$ cat src/rtl/mem_port_arbiter.sv
// mem_port_arbiter
//  Shares one single-ported memory between the instruction-fetch requester (I) and the
//  load/store requester (D). Arbitrates round-robin on ties, drives a registered memory
//  address/wdata/wr, waits out the fixed memory latency and returns read data with a
//  one-cycle done pulse to the winner.
// Ports
//  Clk, Reset                  clock and synchronous active-high reset
//  I_req/I_addr                fetch read request (held until I_done)
//  I_rdata/I_done              fetch read data (held) and completion pulse
//  D_req/D_wr/D_addr/D_wdata   load/store request (held until D_done)
//  D_rdata/D_done              load data (held) and completion pulse
//  Mem_addr/Mem_wdata/Mem_wr   registered memory command
//  Mem_rdata                   memory read data
//  Busy/StateOut               debug status (IDLE=0, ACCESS=1, RESP=2)
module mem_port_arbiter #(
    parameter int unsigned ADDR_W        = 32,
    parameter int unsigned DATA_W        = 32,
    parameter int unsigned READ_LATENCY  = 2,
    parameter int unsigned WRITE_LATENCY = 1
) (
    input  logic              Clk,
    input  logic              Reset,
    input  logic              I_req,
    input  logic [ADDR_W-1:0] I_addr,
    output logic [DATA_W-1:0] I_rdata,
    output logic              I_done,
    input  logic              D_req,
    input  logic              D_wr,
    input  logic [ADDR_W-1:0] D_addr,
    input  logic [DATA_W-1:0] D_wdata,
    output logic [DATA_W-1:0] D_rdata,
    output logic              D_done,
    output logic [ADDR_W-1:0] Mem_addr,
    output logic [DATA_W-1:0] Mem_wdata,
    output logic              Mem_wr,
    input  logic [DATA_W-1:0] Mem_rdata,
    output logic              Busy,
    output logic [1:0]        StateOut
);

    localparam int unsigned CNT_W   = 4;
    localparam logic        GRANT_I = 1'b0;
    localparam logic        GRANT_D = 1'b1;

    typedef enum logic [1:0] {
        IDLE   = 2'd0,
        ACCESS = 2'd1,
        RESP   = 2'd2
    } state_e;

    state_e              state_q, state_d;
    logic [CNT_W-1:0]    cnt_q, cnt_d;
    logic                last_grant_q, last_grant_d;
    logic [ADDR_W-1:0]   mem_addr_q, mem_addr_d;
    logic [DATA_W-1:0]   mem_wdata_q, mem_wdata_d;
    logic                mem_wr_q, mem_wr_d;
    logic [DATA_W-1:0]   i_rdata_q, i_rdata_d;
    logic [DATA_W-1:0]   d_rdata_q, d_rdata_d;
    logic                i_done_q, i_done_d;
    logic                d_done_q, d_done_d;
    logic                win_d_c;

    // State register
    always_ff @(posedge Clk) begin
        if (Reset) begin
            state_q <= IDLE;
        end else begin
            state_q <= state_d;
        end
    end

    // Next-state logic
    always_comb begin
        state_d = state_q;
        unique case (state_q)
            IDLE:    if (I_req || D_req) state_d = ACCESS;
            ACCESS:  if (cnt_q == '0) state_d = RESP;
            RESP:    state_d = IDLE;
            default: state_d = IDLE;
        endcase
    end

    // D wins when it is the only requester, or on a tie when I was granted last
    assign win_d_c = D_req && (!I_req || (last_grant_q == GRANT_I));

    // Datapath / output next values
    always_comb begin
        cnt_d        = cnt_q;
        last_grant_d = last_grant_q;
        mem_addr_d   = mem_addr_q;
        mem_wdata_d  = mem_wdata_q;
        mem_wr_d     = mem_wr_q;
        i_rdata_d    = i_rdata_q;
        d_rdata_d    = d_rdata_q;
        i_done_d     = 1'b0;
        d_done_d     = 1'b0;
        unique case (state_q)
            IDLE: begin
                if (I_req || D_req) begin
                    last_grant_d = win_d_c ? GRANT_D : GRANT_I;
                    mem_addr_d   = win_d_c ? D_addr : I_addr;
                    if (win_d_c) mem_wdata_d = D_wdata;
                    mem_wr_d     = win_d_c && D_wr;
                    cnt_d        = (win_d_c && D_wr) ? CNT_W'(WRITE_LATENCY - 1)
                                                     : CNT_W'(READ_LATENCY - 1);
                end
            end
            ACCESS: begin
                if (cnt_q != '0) begin
                    cnt_d = cnt_q - CNT_W'(1);
                end else begin
                    // Mem_wr still reflects the access type until this edge
                    if (!mem_wr_q) begin
                        if (last_grant_q == GRANT_D) d_rdata_d = Mem_rdata;
                        else                         i_rdata_d = Mem_rdata;
                    end
                    mem_wr_d = 1'b0;
                    if (last_grant_q == GRANT_D) d_done_d = 1'b1;
                    else                         i_done_d = 1'b1;
                end
            end
            default: ;
        endcase
    end

    // Datapath registers
    always_ff @(posedge Clk) begin
        if (Reset) begin
            cnt_q        <= '0;
            last_grant_q <= GRANT_D;
            mem_addr_q   <= '0;
            mem_wdata_q  <= '0;
            mem_wr_q     <= 1'b0;
            i_rdata_q    <= '0;
            d_rdata_q    <= '0;
            i_done_q     <= 1'b0;
            d_done_q     <= 1'b0;
        end else begin
            cnt_q        <= cnt_d;
            last_grant_q <= last_grant_d;
            mem_addr_q   <= mem_addr_d;
            mem_wdata_q  <= mem_wdata_d;
            mem_wr_q     <= mem_wr_d;
            i_rdata_q    <= i_rdata_d;
            d_rdata_q    <= d_rdata_d;
            i_done_q     <= i_done_d;
            d_done_q     <= d_done_d;
        end
    end

    // Output mapping (all from flops)
    always_comb begin
        Mem_addr  = mem_addr_q;
        Mem_wdata = mem_wdata_q;
        Mem_wr    = mem_wr_q;
        I_rdata   = i_rdata_q;
        D_rdata   = d_rdata_q;
        I_done    = i_done_q;
        D_done    = d_done_q;
        Busy      = (state_q != IDLE);
        StateOut  = state_q;
    end

endmodule

$ cat config.mk
export PLATFORM = sky130hd
export DESIGN_NAME = mem_port_arbiter
export DESIGN_NICKNAME = d
export VERILOG_FILES = /design/src/rtl/mem_port_arbiter.sv
export SDC_FILE = /design/constraint.sdc
export NUM_CORES = 1
export LEC_CHECK = 0
export CAP_MARGIN = 5
export CELL_PAD_IN_SITES_DETAIL_PLACEMENT = 1
export CELL_PAD_IN_SITES_GLOBAL_PLACEMENT = 1
export CORE_MARGIN = 3
export CORE_UTILIZATION = 27
export CTS_BUF_LIST = sky130_fd_sc_hd__clkbuf_8
export CTS_CLUSTER_SIZE = 12
export DETAILED_ROUTE_END_ITERATION = 10
export GPL_TIMING_DRIVEN = 1
export PLACE_DENSITY_LB_ADDON = 0.1
export SYNTH_ARGS = -nofsm -noshare
export SYNTH_HDL_FRONTEND = slang
export SYNTH_SLANG_ARGS = --single-unit
$ cat constraint.sdc
create_clock -name Clk -period 1.7 [get_ports Clk]
set_clock_uncertainty 0.05 [all_clocks]
set_input_delay 0.34 -clock Clk [delete_from_list [all_inputs] [get_ports Clk]]
set_output_delay 0.34 -clock Clk [all_outputs]
set_load 0.02 [all_outputs]
Word-level counts from Yosys, hierarchy flattened
Cells that the tools add are included. Widths: inputs -> output; s select.

Mux-type cells: 14. Add/subtract/negate cells: 1. Reduce and logical (&&, ||, !) cells: 18. Bitwise gates (word level): 4. Equality and inequality tests: 5.

Operator list (count): $mux 32 (1); $reduce_and 3->1 (3); $mux 4 (2); $ne 2x2->1 const B (4); $pmux 4 s2 (1); $reduce_and 4->1 (2); $mux 1 (6); $logic_not 4->1 (1); $mux 2 (2); $not 1->1 (4); $pmux 2 s2 (1); $reduce_and 2->1 (2); $reduce_bool 2->1 (2); $reduce_bool 4->1 (1); $sub 4x1->4 const B (1); $reduce_or 3->1 (1); $eq 2x1->1 const B (1); $logic_and 1x1->1 (2); $logic_not 2->1 (1); $logic_or 1x1->1 (2); $pmux 1 s2 (1); $logic_not 1->1 (1).

Output and inout port bits: 134. Register bits: 138. Input bits: 133.

Depth between registers and ports, before layout
Gate-level depths: netlist (run 1).

Depth in word-level cells: 7. Depth in mapped cells: 7.

Worst setup path after synthesis (run 1)
OpenSTA, ideal clock, no wires.

Kind: reg-to-reg. Start point: register cnt_q[0]. End point: register d_rdata_q[23] (netlist: D_rdata[23]). Data required time: 1.518 ns. Period minus slack after synthesis: 1.613 ns. Setup slack: 0.087 ns. Arrival: 1.431 ns. Setup time: 0.132 ns. Cell stages (with the launch flop): 8. Cell sequence: dfxtp_1 -> inv_1 -> ha_1 -> or3b_1 -> buf_2 -> clkbuf_1 -> o21ai_1 -> a21oi_1.

Cells in the longest elaborated chain, start to end: 3.

RTL lines: start, declared (line 52) `logic [CNT_W-1:0] cnt_q, cnt_d;`; start signal, assigned (line 139) `cnt_q <= cnt_d;`; $reduce_bool 4->1 (line 109) `if (cnt_q != '0) begin`; $not 1->1 (no line); $reduce_and 4->1 (no line); end signal, assigned (line 145) `d_rdata_q <= d_rdata_d;`; end, declared (line 58) `logic [DATA_W-1:0] d_rdata_q, d_rdata_d;`.

Every way passes these cells. A chain may end at the register's enable or synchronous reset.

Final worst setup path (run 1)
Start point: register cnt_q[0]. End point: register d_rdata_q[25] (netlist: D_rdata[25]).

Same word-level chain as after synthesis.

==> results of run 1 <==
==> cells in the mapped netlist, drive strengths merged (2+ instances only) <==
master / n
nand2b: 2
nand3: 97
or3: 3
o2bb2ai: 32
mux2i: 33
clkbuf: 27
o21ai: 100
nor3b: 2
a21oi: 99
buf: 38
nor2: 4
inv: 3
ha: 2
or4: 2
dfxtp: 138
==> worst max-delay path, delay by kind of cell, from the launching register on <==
kind                       cells  cell delay [ns]
and+or+nand+nor                1             0.43
DFF                            1             0.32
adders and majority gates      1             0.17
AOI/OAI and AO/OA              2             0.26
buffers and inverters          2             0.29
==> path summary, 6_finish.rpt <==
path                                     end  cells past startpoint
setup / recovery    D_rdata[25]$_SDFFE_PP0P_                      6
hold / removal    Mem_wdata[27]$_SDFFE_PP0P_                      3
setup reg to reg    D_rdata[25]$_SDFFE_PP0P_                      6
hold reg to reg     Mem_addr[6]$_SDFFE_PP0P_                      1
==> repair_timing <==
item                                    in CTS  in global routing
gates resized for setup                    140                 10
buffers inserted                             0                  1
cloned                                       0                  3
endpoints found under the setup margin     199                 55
pin swaps                                    0                  0
hold buffers                                 0                  0
==> layer usage <==
layer	track usage, %	up-vias
li1	-	2718
met3	6.71	24
met1	20.2	2732
met5	0	-
met4	5.72	2
met2	30.6	178
==> flip-flops by register name, summed over array words and instances, names as in the netlist <==
| register | cells |
|---|---|
| I_done | 1 |
| D_rdata | 32 |
| Mem_addr | 32 |
| I_rdata | 32 |
| D_done | 1 |
| Mem_wr | 1 |
| last_grant_q | 1 |
| Mem_wdata | 32 |
| StateOut | 2 |
| cnt_q | 4 |
==> power groups by stage <==
stage	registers (mW)	logic (mW)	clock network, mW
detailed placement	3.78	2.97	0
global placement	3.77	2.92	0
CTS	3.70	2.81	2.76
finish	3.70	2.98	2.66
floorplan	4.08	1.19	0
global route	3.74	3.20	2.90
==> kinds of logic after synthesis <==
family | Yosys count
buffers and inverters | 69
flip-flops | 138
AND/OR/NAND/NOR | 119
adder cells (fa/ha/maj) | 2
multiplexers | 33
AO/OA/AOI/OAI | 240
==> through the flow <==
step	area, um^2	TNS [ns]
global route	9090	-0.0731
global placement	8740	-7.67
floorplan	5630	0
detailed placement	8740	-11.13
CTS	8980	0
finish	9090	0
==> final cells by class <==
type                    count  area [um^2]
clock buffers              17          234
clock inverters            15          153
fillers                  2352        11300
inverters                   4         15.0
multi-input cells         394         2620
flip-flops and latches    138         2770
well taps                 270          338
repair buffers            302         2960
==> flow_summary.yaml, run 1 <==
power:
  p_per_area_nw_per_um2: 1030
  p_seq_share_pct: 39.6
  ir_drop_uv: 483
  p_int_mw: 6.11
  p_total_mw: 9.33
  combPwrFrac_pct: 31.9
  p_leak_nw: 3.85
  clock_power_share_pct: 28.5
  switching_share_pct: 34.5
  p_switching_mw: 3.22
setup_path:
  startpoint_type: "flop"
  crit_start: "cnt_q[0]$_SDFFE_PP0P_"
  crit_chain: "inv_2, ha_2, or3b_4, clkbuf_16, o21ai_1, a21oi_1"
  ff2ff_setup_slack_ns: 0.04
  slowest_delay_ns: 0.43
  worstReg2RegStart: "cnt_q[0]$_SDFFE_PP0P_"
  worstPathArrival_ns: 1.91
  worstSetupEndpointType: "flop"
  crit_type: "reg2reg"
  path_max_fanout: 32
  cpMaxStageDelayCell: "or3b_4"
  required_ns: 1.95
logic_synthesis:
  synthAdderAreaFrac_pct: 0.444
  ys_types: 41
  synth_top_flop_cell: "dfxtp_1"
  async_flop_share_pct: 0
  synth_top_family_by_area: "compound AO/OA/AOI/OAI gates"
  synth_compound_area_share_pct: 27.5
  synth.avg_cell_area_um2: 9.37
  yosysTopAreaCell: "dfxtp_1"
  synth-edff-count: 0
  yosys_warnings: 0
  synth.top_cell.area_share_pct: 49.0
  syn-cell-area_um2: 5630
  syn-instance-count: 601
  synthMuxAreaShare_pct: 5.86
  synth_fp_nets: 736
  synth_seq_cells: 138
  synthXorXnorAreaFrac_pct: 0
  netlist_top_cells_area: "dfxtp_1 (49%), a21oi_1 (8.8%), nand3_1 (8.6%)"
  synthSimpleGateAreaFrac_pct: 11.7
  synth_seq_area_share_pct: 49.0
clock_network:
  cts_tree: "built"
  cts.clk_slew.worst_paths_ns: 0.08
  cts-buffers-inserted: 17
  cts.sinks: 138
  clock_latency_ns: 0.43
  clockBufferDepth: 2
  h-tree-depth: 4
  root_buffer: "clkbuf_8"
layout:
  final_cells: 1140
  drive_above_1_share_pct: 13.4
  final_common_cell: "dfxtp_1"
  final_cell_mix: "dfxtp_1 (136), dlygate4sd2_1 (133), clkdlybuf4s50_1 (131), a21oi_1 (99), nand3_1 (97)"
  n_antenna_cell: 0
  fin_util_pct: 44.6
  syn2layout_area_growth_pct: 61.3
  final_nets: 992
min_path:
  hold_path_class: "in2reg"
  hp-start: "Reset"
timing:
  max-slew-margin-rel_pct: 71.2
  finalCritPeriodShare_pct: 97.6
  max_freq_ghz: 0.602
  timing.final.ws_setup_ns: 0.0400
  setup_viol: 0
  min_period_ns: 1.66
  final_hold_viol_count: 0
  rsz0062_at_grt: "yes"
  tightest_slew_ns: 0.432
  holdWs_ns: 0.326
  drv_slew: 0
floorplan:
  core_um2: 20400
  die_x_um: 150
  num_rows: 52
  die-area_um2: 22600
  initial_core_util_pct: 27.7
  pin_count: 267
  die_h_um: 150
grt:
  grt_pass1_wl_mm: 31.8
  antenna_found_initial: 1
  grt_overflow: 0
  grt_pass1_vias: 6005
  grt_max_degree: 84
  grt_usage_pct: 17.7
place:
  dp.cells: 1104
  hpwl_mm: 14.9
  post-place-ws_ns: -0.261
  place_congestion: 0.751
  port_buffers: 266
run_status:
  status: "completed"
routing:
  drt_iter0_drc: 212
  detail_route.wl_per_cell_um: 18.5
  via_per_inst: 4.96
  met2_length_mm: 10.8
  vias: 5654
  drt-pass1-iter-count: 4
  highest_layer: "met5"
  route.met3.wl_mm: 1.65
  antenna_left: 0
  drc_errors: 0
  met1Wirelength_mm: 8.36
  drt-total-wl_mm: 21.1
job:
  drv_cap: 0
(Power assumes the default switching activity.)
==> run 2: changes to the inputs <==
GPL_TIMING_DRIVEN = 0   (was 1)
clock period = 1.51 ns   (was 1.7 ns; I/O delays follow)
==> run 2 against run 1 <==
Against the previous run: the flow now finishes with violations (setup timing); wire length is 12% higher; largest power group is now combinational logic; clock-buffer cell count is the same; critical endpoint is now I_rdata[27]$_SDFFE_PP0P_; global-route usage is 2.0 points higher; worst hold slack gained 0.0087 ns.
==> flow_summary.yaml, run 2 (same netlist as run 1, synthesis figures left out) <==
run_status:
  status: "finished with violations"
  violations: "setup timing"
place:
  post-place-ws_ns: -0.717
  place_congestion: 0.803
  port_buffers: 265
  hpwl_mm: 16.4
  dp.cells: 1136
layout:
  final_cell_mix: "clkdlybuf4s50_1 (130), dfxtp_1 (129), nand3_1 (96), a21oi_1 (90), o21ai_2 (61)"
  final_nets: 1072
  fin_util_pct: 50.8
  syn2layout_area_growth_pct: 83.5
  final_common_cell: "clkdlybuf4s50_1"
  drive_above_1_share_pct: 42.9
  n_antenna_cell: 0
  final_cells: 1219
power:
  ir_drop_uv: 541
  p_leak_nw: 3.90
  p_seq_share_pct: 35.6
  p_int_mw: 7.68
  p_per_area_nw_per_um2: 1150
  p_total_mw: 11.8
  clock_power_share_pct: 25.5
  p_switching_mw: 4.17
  switching_share_pct: 35.2
  combPwrFrac_pct: 38.9
min_path:
  hold_path_class: "in2reg"
floorplan:
  initial_core_util_pct: 27.7
  core_um2: 20400
  die-area_um2: 22600
  num_rows: 52
  die_h_um: 150
  pin_count: 267
  die_x_um: 150
timing:
  final_hold_viol_count: 0
  tightest_slew_ns: 0.580
  max_freq_ghz: 0.574
  drv_slew: 0
  timing.final.ws_setup_ns: -0.232
  max-slew-margin-rel_pct: 61.3
  rsz0062_at_grt: "yes"
  finalCritPeriodShare_pct: 115
  min_period_ns: 1.74
  setup_viol: 80
clock_network:
  cts.clk_slew.worst_paths_ns: 0.08
  cts_tree: "built"
  root_buffer: "clkbuf_8"
  cts.sinks: 138
  clockBufferDepth: 2
  cts-buffers-inserted: 17
  clock_latency_ns: 0.44
  h-tree-depth: 4
routing:
  drt_iter0_drc: 185
  route.met3.wl_mm: 1.64
  detail_route.wl_per_cell_um: 19.4
  drt-total-wl_mm: 23.7
  vias: 6009
  antenna_left: 0
  met1Wirelength_mm: 9.40
  met2_length_mm: 12.3
  drt-pass1-iter-count: 4
  drc_errors: 0
  via_per_inst: 4.93
  highest_layer: "met4"
grt:
  grt_usage_pct: 19.7
  grt_overflow: 0
  grt_pass1_wl_mm: 34.8
  grt_max_degree: 17
  antenna_found_initial: 0
  grt_pass1_vias: 6455
setup_path:
  path_max_fanout: 8
  startpoint_type: "flop"
  worstSetupEndpointType: "flop"
  crit_type: "reg2reg"
  required_ns: 1.77
  worstPathArrival_ns: 2.00
job:
  drv_cap: 0
run 2: cell count changes in the layout (fill, tap and decap cells not counted), moves of 13 or more:
cell and delta:
buf_6 +21, o21ai_2 +60, dlygate4sd2_1 -132, buf_2 +20, clkdlybuf4s15_2 +49, mux2i_1 -13, o21ai_1 -64, clkbuf_2 +57
buf_4 +16
run 2: power groups by stage:
stage          sequential [mW]  clock, mW  combinational, mW
2_1_floorplan             4.60          0               1.42
4_1_cts                   4.20       3.13               4.22
3_3_place_gp              4.25          0               3.22
6_report                  4.22       3.02               4.61
5_1_grt                   4.26       3.28               4.91
3_5_place_dp              4.26          0               3.29
run 2: critical path: stages, from the launching register on:
cell and delay (ns):
dfxtp_4 0.37, buf_6 0.12, or4b_4 0.66, buf_6 0.20, o21ai_4 0.15, a21oi_2 0.07
run 2: final timing paths:
kind	from	endpoint	slack [ns]	cells after the start
hold reg to reg	I_rdata[11]$_SDFFE_PP0P_	I_rdata[11]$_SDFFE_PP0P_	0.41	2
setup reg to reg	StateOut[1]$_SDFFE_PP0P_	I_rdata[27]$_SDFFE_PP0P_	-0.23	5
hold / removal	I_req	last_grant_q$_SDFFE_PP1P_	0.34	3
setup / recovery	StateOut[1]$_SDFFE_PP0P_	I_rdata[27]$_SDFFE_PP0P_	-0.23	5
run 2: stage by stage:
stage	hold WS (ns)	cell area, um^2	setup TNS [ns]
after floorplan	0.400	5690	-0.294
after global placement	0.397	8680	-52.91
after detailed placement	0.403	8680	-58.25
after CTS	0.309	10100	-11.37
after global routing	0.342	10300	-16.79
final	0.335	10300	-11.22
run 2: layout make-up:
type | count | area [um^2]
Tap cell | 270 | 338
Fill cell | 2251 | 10000
Multi-Input combinational cell | 395 | 3130
Sequential cell | 138 | 2780
Buffer | 60 | 626
Clock inverter | 14 | 149
Timing Repair Buffer | 321 | 3060
Clock buffer | 17 | 234
Inverter | 4 | 15.0
run 2: timing repair:
| item | CTS | global route |
|---|---|---|
| setup buffers | 21 | 22 |
| pin swaps | 68 | 25 |
| gates resized for setup | 479 | 208 |
| gates cloned | 11 | 4 |
| endpoints found under the setup margin | 269 | 207 |
| hold buffers | 0 | 0 |
run 2: routing by layer:
layer,GRT usage [%],vias to the layer above
met5,0,-
met4,5.22,0
met3,6.41,24
met2,35.5,196
met1,22.3,2889
li1,-,2900
